### config.mk
export PLATFORM = sky130hd
export DESIGN_NAME = autobaud_ctrl
export DESIGN_NICKNAME = d
export VERILOG_FILES = /design/src/rtl/autobaud_ctrl.sv
export SDC_FILE = /design/constraint.sdc
export NUM_CORES = 1
export LEC_CHECK = 0
export ABC_AREA = 1
export BUFFER_PORTS_ARGS = -buffer_cell sky130_fd_sc_hd__buf_4
export CORE_MARGIN = 3
export CORE_UTILIZATION = 55
export DETAILED_ROUTE_END_ITERATION = 12
export PLACE_DENSITY = 0.75
export SLEW_MARGIN = 40
export SYNTH_ARGS = -nofsm -noshare
export SYNTH_HDL_FRONTEND = slang
export SYNTH_SLANG_ARGS = --single-unit
### constraint.sdc
create_clock -name clk -period 6.2 [get_ports clk]
set_input_delay 1.24 -clock clk [delete_from_list [all_inputs] [get_ports clk]]
set_output_delay 1.24 -clock clk [all_outputs]
set_load 0.01 [all_outputs]
### src/rtl/autobaud_ctrl.sv
// Autobaud divisor controller: measures a 0x55 sync character on rx and derives the
// tick-generator divisor, with a manual override path from software.
module autobaud_ctrl #(
  parameter int DIV_BITS    = 10,
  parameter int DEFAULT_DIV = 650
) (
  input  logic                clk,
  input  logic                reset_n,
  input  logic                rx,
  input  logic                start,
  input  logic                manual_we,
  input  logic [DIV_BITS-1:0] manual_div,
  output logic [DIV_BITS-1:0] ticks,
  output logic                busy,
  output logic                locked,
  output logic                err
);

  localparam int CNT_BITS = DIV_BITS + 7;

  localparam logic [1:0] IDLE    = 2'd0;
  localparam logic [1:0] ARMED   = 2'd1;
  localparam logic [1:0] MEASURE = 2'd2;
  localparam logic [1:0] COMMIT  = 2'd3;

  localparam logic [CNT_BITS-1:0] CNT_MAX = '1;
  localparam logic [DIV_BITS:0]   Q_MIN   = (DIV_BITS+1)'(2);
  localparam logic [DIV_BITS:0]   Q_MAX   = (DIV_BITS+1)'(1) << DIV_BITS;

  logic                rx_meta;
  logic                rx_sync;
  logic                rx_prev;
  logic                fe;
  logic [1:0]          state;
  logic [CNT_BITS-1:0] cnt;
  logic [CNT_BITS-1:0] cap;
  logic [2:0]          edges;
  logic [DIV_BITS:0]   q;
  logic                q_ok;

  assign fe   = rx_prev & ~rx_sync;
  assign busy = (state == ARMED) || (state == MEASURE);

  // Round C/128 to nearest: one tick period spans 1/16 of a bit, and C covers 8 bits.
  assign q    = (DIV_BITS+1)'(({1'b0, cap} + (CNT_BITS+1)'(64)) >> 7);
  assign q_ok = (q >= Q_MIN) && (q <= Q_MAX);

  always_ff @(posedge clk or negedge reset_n) begin
    if (!reset_n) begin
      rx_meta <= 1'b1;
      rx_sync <= 1'b1;
      rx_prev <= 1'b1;
      state   <= IDLE;
      cnt     <= '0;
      cap     <= '0;
      edges   <= '0;
      ticks   <= DIV_BITS'(DEFAULT_DIV);
      locked  <= 1'b0;
      err     <= 1'b0;
    end else begin
      rx_meta <= rx;
      rx_sync <= rx_meta;
      rx_prev <= rx_sync;

      if (manual_we) begin
        ticks  <= manual_div;
        locked <= 1'b1;
        err    <= 1'b0;
        state  <= IDLE;
        cnt    <= '0;
        edges  <= '0;
      end else begin
        case (state)
          IDLE: begin
            if (start) begin
              state  <= ARMED;
              locked <= 1'b0;
              err    <= 1'b0;
            end
          end
          ARMED: begin
            if (fe) begin
              state <= MEASURE;
              cnt   <= '0;
              edges <= 3'd1;
            end
          end
          MEASURE: begin
            // A saturated counter means the line went quiet mid-character.
            if (cnt == CNT_MAX) begin
              err   <= 1'b1;
              state <= IDLE;
            end else if (fe && (edges == 3'd4)) begin
              cap   <= cnt + CNT_BITS'(1);
              state <= COMMIT;
            end else begin
              cnt <= cnt + CNT_BITS'(1);
              if (fe) begin
                edges <= edges + 3'd1;
              end
            end
          end
          COMMIT: begin
            if (q_ok) begin
              ticks  <= DIV_BITS'(q - (DIV_BITS+1)'(1));
              locked <= 1'b1;
            end else begin
              err <= 1'b1;
            end
            state <= IDLE;
          end
          default: state <= IDLE;
        endcase
      end
    end
  end

endmodule

# [After elaboration in Yosys (flattened, before gate mapping)]
# Index checks and enable logic that the tools add are counted.
[totals] output_inout_bits=13 input_bits=15 register_bits=54 wordCells=78
[classes] magnitude_cmp=2 eq_ne=14 n_reduce_logical=16 mux=28 n_addsub=4 bitwise=4
[ops] cell="17-bit two-way mux" count=4
[ops] cell="17-bit one-hot mux with 2 select lines" count=1
[ops] cell="10-bit two-way mux" count=3
[ops] cell="3-bit != test (second input constant)" count=7
[ops] cell="17-bit by 7-bit adder with 18-bit output (second input constant)" count=1
[ops] cell="17-bit by 1-bit adder with 17-bit output (second input constant)" count=1
[ops] cell="17-bit equality test (second input constant)" count=1
[ops] cell="3-bit two-way mux" count=5
[ops] cell="4-bit AND reduction" count=3
[ops] cell="11-bit by 2-bit greater-or-equal comparator with 1-bit output (second input constant)" count=1
[ops] cell="11-bit less-or-equal comparator (second input constant)" count=1
[ops] cell="2-bit two-way mux" count=5
[ops] cell="10-bit by 1-bit subtractor with 10-bit output (second input constant)" count=1
[ops] cell="2-bit one-hot mux with 4 select lines" count=1
[ops] cell="1-bit two-way mux" count=6
[ops] cell="3-bit one-hot mux with 2 select lines" count=1
[ops] cell="3-bit AND reduction" count=2
[ops] cell="3-bit nonzero test" count=2
[ops] cell="5-bit AND reduction" count=1
[ops] cell="2-bit equality test (second input constant)" count=2
[ops] cell="4-bit by 2-bit != test with 1-bit output (second input constant)" count=1
[ops] cell="2-bit nonzero test" count=2
[ops] cell="4-bit nonzero test" count=1
[ops] cell="3-bit by 1-bit adder with 3-bit output (second input constant)" count=1
[ops] cell="11 further kinds" count=14

# [Longest topological paths before layout]
# Gate-level depths: netlist of the first run.
[depth] word_depth=7 ltp_mapped=16 depth_no_buf=16

# [Worst setup path after synthesis of the first run]
# OpenSTA, ideal clock, no wires.
[synth_timing] kind="input -> register" start="input manual_we" end="register cnt[2]" path_stages=8 arrival_time_ps=2355 t_required_ps=6106 n_path_buf=2 path_slack_ps=3751 setup_ps=94 path_cell_list="buf_2 inv_2 nand3_1 nand2_1 nor2_1 clkbuf_1 nand2_1 a211oi_1"
[synth_between] elab_chain_cells=2 elab_cells_between_ends=6 classes_between="eq/ne (3); mux (1); reduce/logical (2)"
[synth_rtl] item="start: declaration" line="11" source="input logic manual_we,"
[synth_rtl] item="3-bit != test (no line) / 3-bit nonzero test (equally long branches)"
[synth_rtl] item="4-bit AND reduction (no line)"
[synth_rtl] item="end signal: assignment" line="97" source="cnt <= cnt + CNT_BITS'(1);"
[synth_rtl] item="end: declaration" line="35" source="logic [CNT_BITS-1:0] cnt;"
# Several ways; a longest one is shown, not always the timed one.
# A chain may end at the register's enable or synchronous reset.

# [Worst setup path after layout of the first run]
[layout_timing] start="register cnt[1]" end="register cap[14]"
[layout_between] elab_chain_cells=3 elab_cells_between_ends=4 classes_between="add/sub (1); eq/ne (1); bitwise (1); reduce/logical (1)"
[layout_rtl] item="branches (longest 3 deep; another with 17-bit by 1-bit adder with 17-bit output)"
[layout_rtl] item="end signal: assignment" line="94" source="cap <= cnt + CNT_BITS'(1);"
[layout_rtl] item="end: declaration" line="36" source="logic [CNT_BITS-1:0] cap;"
# Parallel ways; which one is timed is not known.

==> results_tabular.tex, run 1 <==
\begin{tabular}{lr}
\hline
Metric & Value \\
\hline
\multicolumn{2}{l}{\textbf{Outcome}} \\
Result of the run & complete, no violations \\
\multicolumn{2}{l}{\textbf{Placed design}} \\
Placer Congestion & 0.896 \\
Instance area at placement & 0.00335 mm² \\
Port Buf Inserts & 27 \\
HPWL after detailed placement & 5.07 mm \\
Inst Count DP & 501 \\
\multicolumn{2}{l}{\textbf{Die}} \\
Die area & 0.00658 mm² \\
IO Pins & 28 \\
Count of standard-cell rows & 26 \\
Effective utilization at floorplan & 58.9\% \\
Floorplan die width & 81.1 µm \\
Vertical extent of the die & 81.1 µm \\
Core area & 0.00527 mm² \\
\multicolumn{2}{l}{\textbf{Synthesis}} \\
Post-synth top area share & 33.1\% \\
Synth Area in Compound Gates & 10.1\% \\
Mean cell area of the mapped netlist & 7.53 µm² \\
Cell type with the largest total area after synthesis & sky130\_fd\_sc\_hd\_\_dfrtp\_1 \\
Proportion of register bits with asynchronous set or reset after synthesis & 100\% \\
Number of storage elements in the synthesis netlist & 48 \\
Number of enable flip-flop cells after synthesis & 0 \\
Simple-gate portion of the synthesized area & 36.2\% \\
Post-synthesis xor/xnor area fraction & 2.26\% \\
Share of cell area taken by muxes after synthesis & 0\% \\
Combinational family with the most area after synthesis & simple AND/OR/NAND/NOR gates \\
Adder and majority cell fraction of the synthesized area & 4.84\% \\
Unique cell type count in the Yosys netlist & 35 \\
Dominant register cell in the synthesized netlist & sky130\_fd\_sc\_hd\_\_dfrtp\_1 \\
Post-Syn Nets & 439 \\
Synth warn & 0 \\
Post-synthesis instance total & 412 \\
Sequential-to-total area share from yosys stat & 39.0\% \\
Combined area of all synthesized cells & 0.00310 mm² \\
Largest cells by area after synthesis & sky130\_fd\_sc\_hd\_\_dfrtp\_1, sky130\_fd\_sc\_hd\_\_nand2\_1, sky130\_fd\_sc\_hd\_\_dfstp\_2 \\
\multicolumn{2}{l}{\textbf{Hold path}} \\
Number of stages on the worst hold path & 0 \\
Hold path endpoint & rx\_sync\$\_DFF\_PN1\_ \\
Class of the tightest hold or removal check & flop to flop \\
HP Start & rx\_meta\$\_DFF\_PN1\_ \\
\multicolumn{2}{l}{\textbf{STA}} \\
Share of the cycle needed by the critical path after routing & 49.3\% \\
Number of hold violations in the final report & 0 \\
Count of final max-slew check failures & 0 \\
Minimum clock period after layout & 3060 ps \\
Final Setup Violations & 0 \\
F\_max & 0.327 GHz \\
Final total negative setup slack & 0 ps \\
RSZ-0062 raised after global routing & no \\
Headroom to the max-slew limit & 60.6\% \\
Slew @ Worst Pin & 591 ps \\
Final clock skew & 5.73 ps \\
\multicolumn{2}{l}{\textbf{Clock network}} \\
Number of buffers inserted by post-CTS setup repair & 0 \\
Insertion delay to the later sink of the worst-skew pair & 290 ps \\
Bufs on Longest Clock Path & 2 \\
Worst-path clk slew & 80 ps \\
Inserted Clock Buffers & 5 \\
Total number of clock tree sinks & 48 \\
CTS tree & yes \\
Number of hold buffers added after CTS & 0 \\
CTS resizes & 0 \\
Root Buffer Master & sky130\_fd\_sc\_hd\_\_clkbuf\_8 \\
H-tree Lvls & 2 \\
\multicolumn{2}{l}{\textbf{Worst setup path}} \\
Slowest cell on the critical path & sky130\_fd\_sc\_hd\_\_dfrtp\_1 \\
Arrival time of the worst setup path & 3220 ps \\
CP Buf/Inv Count & 1 \\
Critical-path cell list & ha\_1, nand2\_1, nor3\_1, nand3\_1, nor2\_1, nand3\_1, nor3\_1, ha\_1, nor2\_1, nand2\_1, inv\_1, o21ai\_0, o21ai\_0 \\
End of the worst register-to-register path & cap[14]\$\_DFFE\_PN0P\_ \\
Type of origin of the critical path & flop \\
Worst Reg-to-Reg Cells & 13 \\
Type of the worst setup path & flop to flop \\
Setup slack, reg-to-reg & 3140 ps \\
Cell type group with the largest total delay on the critical path & simple AND/OR/NAND/NOR gates \\
Crit Path Max Fanout & 17 \\
Maximum cell stage delay along the critical path & 360 ps \\
Startpoint of the worst register-to-register path & cnt[1]\$\_DFFE\_PN0P\_ \\
Worst setup EP type & flop \\
Required time of the critical path & 6370 ps \\
\multicolumn{2}{l}{\textbf{Final layout}} \\
Leading cell type in the layout, fill and taps excluded & sky130\_fd\_sc\_hd\_\_nand2\_1 \\
Layout Area Growth over Synthesis & 11.0\% \\
Fin nets & 465 \\
Share of layout cells above drive strength 1 & 18.7\% \\
Diodes inserted & 0 \\
Leading cell types in the layout, fill and taps excluded & sky130\_fd\_sc\_hd\_\_nand2\_1, sky130\_fd\_sc\_hd\_\_inv\_1, sky130\_fd\_sc\_hd\_\_dfrtp\_1, sky130\_fd\_sc\_hd\_\_nand3\_1, sky130\_fd\_sc\_hd\_\_nor2\_1 \\
Post-route design area & 0.00344 mm² \\
Final Non-Filler Cells & 509 \\
\multicolumn{2}{l}{\textbf{Route}} \\
Number of DRC violations after detailed-routing iteration 0 & 110 \\
Post-detailed-route via-to-cell ratio & 5.41 \\
Via count of the routed design & 2,755 \\
Routed len/inst & 12.9 µm \\
DRC errors left & 0 \\
DRT Pass-1 Iters & 4 \\
Sum of routed wire length over all layers & 6.55 mm \\
Post-route ant nets & 0 \\
\multicolumn{2}{l}{\textbf{GRT}} \\
Via count of the first global-routing pass & 2,667 \\
Global-route wire length before repair & 11.8 mm \\
Initial antenna violation count & 0 \\
GRT Resource Usage Total & 22.8\% \\
Aggregate global routing overflow & 0 \\
Pin count of the biggest net entering global routing & 49 \\
\multicolumn{2}{l}{\textbf{Power and ir drop}} \\
Maximum resistive drop on vdd & 0.000179 V \\
Leakage component of the power & 1.61 nW \\
P per Cell Area & 230 mW/mm² \\
\multicolumn{2}{l}{\textbf{Run}} \\
Count of max-cap constraint violations & 0 \\
\hline
\end{tabular}
[sequential cells by signal (all words and copies together) (netlist names)]
name / count
locked: 1
err: 1
ticks: 10
rx_prev: 1
rx_meta: 1
cnt: 17
cap: 11
rx_sync: 1
edges: 3
state: 2
[area by class of cell]
type                       count  area [µm²]
inverter                      51         191
tap                           70        87.6
fill                         478        1830
sequential                    48        1210
timing repair buffer          27         203
clock buffer                   8        90.1
multi-input combinational    305        1660
[kinds of logic (layout without fill, tap and decap cells)]
logic type      count (synthesis)  in the layout
compound gates                 56             56
xor+xnor                        8              8
fa+ha+maj                      12             12
buf+inv                        59             86
flops                          48             48
simple gates                  229            229
[synth_stat cells, drive strengths merged, types with 5 or more instances]
library cell and number:
a21oi 5, clkbuf 6, dfrtp 41, dfstp 7
ha 12, inv 51, nand2 121, nand3 50
nand4 5, nor2 44, nor3 8, o21ai 35
o22ai 6, xor2 7
[report_power, final]
group / internal, mW / total [mW] / switching (mW)
Combinational: 0.0885 / 0.229 / 0.140
Sequential: 0.350 / 0.373 / 0.0231
Clock: 0.0911 / 0.189 / 0.0981
Total: 0.530 / 0.791 / 0.261
[layer usage]
layer  vias up  wire (µm)  GRT usage (%)
met4         0         44           4.56
met3         4        291           3.88
li1       1391          -              -
met1      1300       2960           29.1
met5         -          0              0
met2        60       3260           40.6
[worst max-delay path by stage]
stage / slack [ps] / from / end / cells past startpoint
finish: 3140 / cnt[1]$_DFFE_PN0P_ / cap[14]$_DFFE_PN0P_ / 13
floorplan: 3750 / manual_we / cnt[2]$_DFFE_PN0P_ / 8
global placement: 2730 / manual_we / cnt[4]$_DFFE_PN0P_ / 9
detailed placement: 2690 / manual_we / cnt[4]$_DFFE_PN0P_ / 9
CTS: 3000 / manual_we / cnt[4]$_DFFE_PN0P_ / 9
global route: 2720 / cnt[1]$_DFFE_PN0P_ / cap[14]$_DFFE_PN0P_ / 13
[through the flow]
step | setup WS (ps) | utilization [%] | power [mW] | hold WS, ps
floorplan | 3750 | - | 0.526 | 345
global placement | 2730 | 63.6 | 0.606 | 351
detailed placement | 2690 | 63.6 | 0.611 | 348
CTS | 3000 | 65.3 | 0.800 | 364
global route | 2720 | 65.3 | 0.850 | 370
finish | 3140 | 65.3 | 0.791 | 363
(Power assumes the default switching activity.)
==> run 2, diff against run 1 <==
CORE_UTILIZATION = 54   (was 55)
PLACE_DENSITY = 0.76   (was 0.75)
clock period = 2.6 ns   (was 6.2 ns; I/O delays follow)
==> results_tabular.tex, run 2 (synthesis results as in run 1) <==
\begin{tabular}{lr}
\hline
Metric & Value \\
\hline
\multicolumn{2}{l}{\textbf{GRT}} \\
Initial antenna violation count & 0 (unchanged) \\
Pin count of the biggest net entering global routing & 49 (unchanged) \\
GRT Resource Usage Total & 22.4\% (was 22.8\%) \\
Via count of the first global-routing pass & 2,607 (was 2,667) \\
Global-route wire length before repair & 11.6 mm (was 11.8 mm) \\
Aggregate global routing overflow & 0 (unchanged) \\
\multicolumn{2}{l}{\textbf{STA}} \\
Minimum clock period after layout & 2390 ps (was 3060 ps) \\
Worst hold-check slack & 227 ps (was 363 ps) \\
Final setup slack of the worst path & 212 ps (was 3140 ps) \\
Headroom to the max-slew limit & 59.5\% (was 60.6\%) \\
Final clock skew & 6.76 ps (was 5.73 ps) \\
F\_max & 0.419 GHz (was 0.327 GHz) \\
Slew @ Worst Pin & 607 ps (was 591 ps) \\
Count of final max-slew check failures & 0 (unchanged) \\
Share of the cycle needed by the critical path after routing & 91.9\% (was 49.3\%) \\
Number of hold violations in the final report & 0 (unchanged) \\
Final Setup Violations & 0 (unchanged) \\
\multicolumn{2}{l}{\textbf{Placed design}} \\
Inst Count DP & 508 (was 501) \\
Placer Congestion & 0.898 (was 0.896) \\
Setup Slack @ Placement & -39.6 ps (was 2690 ps) \\
HPWL after detailed placement & 5.26 mm (was 5.07 mm) \\
Port Buf Inserts & 27 (unchanged) \\
\multicolumn{2}{l}{\textbf{Route}} \\
Post-route ant nets & 0 (unchanged) \\
DRT Pass-1 Iters & 4 (unchanged) \\
DRC errors left & 0 (unchanged) \\
Sum of routed wire length over all layers & 6.94 mm (was 6.55 mm) \\
Number of DRC violations after detailed-routing iteration 0 & 151 (was 110) \\
Via count of the routed design & 2,778 (was 2,755) \\
Routed len/inst & 13.4 µm (was 12.9 µm) \\
Post-detailed-route via-to-cell ratio & 5.36 (was 5.41) \\
\multicolumn{2}{l}{\textbf{Power and ir drop}} \\
Overall power of the completed layout & 1.91 mW (was 0.791 mW) \\
Leakage component of the power & 1.66 nW (was 1.61 nW) \\
Maximum resistive drop on vdd & 0.000444 V (was 0.000179 V) \\
P per Cell Area & 541 mW/mm² (was 230 mW/mm²) \\
\multicolumn{2}{l}{\textbf{Die}} \\
Count of standard-cell rows & 26 (unchanged) \\
IO Pins & 28 (unchanged) \\
Vertical extent of the die & 81.8 µm (was 81.1 µm) \\
Die area & 0.00669 mm² (was 0.00658 mm²) \\
Effective utilization at floorplan & 58.1\% (was 58.9\%) \\
Floorplan die width & 81.8 µm (was 81.1 µm) \\
Core area & 0.00534 mm² (was 0.00527 mm²) \\
\multicolumn{2}{l}{\textbf{Worst setup path}} \\
Worst setup EP type & flop (unchanged) \\
Maximum cell stage delay along the critical path & 380 ps (was 360 ps) \\
Required time of the critical path & 2780 ps (was 6370 ps) \\
Crit Path Max Fanout & 8 (was 17) \\
Type of origin of the critical path & flop (unchanged) \\
Arrival time of the worst setup path & 2570 ps (was 3220 ps) \\
Critical-path cell list & nand2\_1, inv\_1, nand2\_2, nor3\_4, nand3\_2, nor2\_2, nand3\_1, nor3\_1, ha\_2, o21ai\_1, nand2\_1, nor2\_4, nand2\_1, xor2\_1, nor2\_1 (was ha\_1, nand2\_1, nor3\_1, nand3\_1, nor2\_1, nand3\_1, nor3\_1, ha\_1, nor2\_1, nand2\_1, inv\_1, o21ai\_0, o21ai\_0) \\
Worst Reg-to-Reg Cells & 15 (was 13) \\
Top cell by count, worst path & sky130\_fd\_sc\_hd\_\_nand2\_1 \\
Type of the worst setup path & flop to flop (unchanged) \\
Slowest cell on the critical path & sky130\_fd\_sc\_hd\_\_dfrtp\_1 (unchanged) \\
\multicolumn{2}{l}{\textbf{Final layout}} \\
Biggest register & cnt (unchanged) \\
Diodes inserted & 0 (unchanged) \\
Share of layout cells above drive strength 1 & 22.3\% (was 18.7\%) \\
Number of filler cells placed in the layout & 462 (was 478) \\
Number of flip-flops under the largest register name & 17 (unchanged) \\
Layout Area Growth over Synthesis & 14.1\% (was 11.0\%) \\
Fin nets & 474 (was 465) \\
Util after Layout & 66.3\% (was 65.3\%) \\
Leading cell type in the layout, fill and taps excluded & sky130\_fd\_sc\_hd\_\_nand2\_1 (unchanged) \\
Largest regs & cnt x17, cap x11, ticks x10 (unchanged) \\
Final Non-Filler Cells & 518 (was 509) \\
Leading cell types in the layout, fill and taps excluded & sky130\_fd\_sc\_hd\_\_nand2\_1, sky130\_fd\_sc\_hd\_\_inv\_1, sky130\_fd\_sc\_hd\_\_dfrtp\_1, sky130\_fd\_sc\_hd\_\_buf\_4, sky130\_fd\_sc\_hd\_\_nand3\_1 (was sky130\_fd\_sc\_hd\_\_nand2\_1, sky130\_fd\_sc\_hd\_\_inv\_1, sky130\_fd\_sc\_hd\_\_dfrtp\_1, sky130\_fd\_sc\_hd\_\_nand3\_1, sky130\_fd\_sc\_hd\_\_nor2\_1) \\
\multicolumn{2}{l}{\textbf{Clock network}} \\
Root Buffer Master & sky130\_fd\_sc\_hd\_\_clkbuf\_8 (unchanged) \\
Inserted Clock Buffers & 5 (unchanged) \\
CTS tree & yes (unchanged) \\
H-tree Lvls & 2 (unchanged) \\
Total number of clock tree sinks & 48 (unchanged) \\
Number of hold buffers added after CTS & 0 (unchanged) \\
Bufs on Longest Clock Path & 2 (unchanged) \\
Worst-path clk slew & 80 ps (about the same) \\
Insertion delay to the later sink of the worst-skew pair & 300 ps (was 290 ps) \\
\multicolumn{2}{l}{\textbf{Outcome}} \\
Result of the run & complete, no violations (unchanged) \\
\multicolumn{2}{l}{\textbf{Run}} \\
Count of max-cap constraint violations & 0 (unchanged) \\
\multicolumn{2}{l}{\textbf{Hold path}} \\
Class of the tightest hold or removal check & input pin to async pin (was flop to flop) \\
\hline
\end{tabular}
run 2: per-layer routing:
metal	track usage [%]	share of wire, %
met4	6.98	1.3
met1	29.3	45
met2	37.8	49
met3	3.73	4.1
met5	0	0
run 2: timing repair:
item                                    in CTS  in global routing
endpoints found under the setup margin       2                 27
gates resized for setup                      2                 12
buffers inserted                             0                  2
pin swaps                                    0                  4
run 2: path summary, 6_finish.rpt:
| check | start | end | slack, ps |
|---|---|---|---|
| setup / recovery | cnt[3]$_DFFE_PN0P_ | cnt[3]$_DFFE_PN0P_ | 210 |
| hold / removal | reset_n | cap[11]$_DFFE_PN0P_ | 230 |
| setup reg to reg | cnt[3]$_DFFE_PN0P_ | cnt[3]$_DFFE_PN0P_ | 210 |
| hold reg to reg | rx_meta$_DFF_PN1_ | rx_sync$_DFF_PN1_ | 360 |
| max in group asynchronous | reset_n | err$_DFFE_PN0P_ | 1970 |
| min in group clk | rx | rx_meta$_DFF_PN1_ | 320 |
run 2: worst max-delay path, delay by kind of cell (launching register included):
family | cells | cell delay [ps]
XOR/XNOR | 1 | 180
buffers and inverters | 1 | 110
AND/OR/NAND/NOR | 11 | 1320
adder cells (fa/ha/maj) | 1 | 210
flip-flops | 1 | 380
AO/OA/AOI/OAI | 1 | 70
run 2: metrics by stage:
stage                     TNS [ps]  cell area (µm²)
after floorplan                  0             3100
after global placement           0             3400
after detailed placement     -73.4             3400
after CTS                        0             3490
after global routing          -230             3540
final                            0             3540
run 2: final cells by class:
class                   count  area (µm²)  share of cell area (%)
flip-flops and latches     48        1210                    34.2
clock buffers               7        76.3                    2.16
multi-input cells         305        1700                    47.9
inverters                  51         194                    5.48
well taps                  70        87.6                    2.47
repair buffers             36         270                    7.64
clock inverters             1        5.00                   0.141
run 2: report_power, final:
| part | switching [mW] | leakage (nW) | internal [mW] |
|---|---|---|---|
| logic | 0.358 | 1.01 | 0.236 |
| clock network | 0.237 | 0.0422 | 0.189 |
| registers | 0.0588 | 0.615 | 0.835 |
| total | 0.654 | 1.66 | 1.26 |
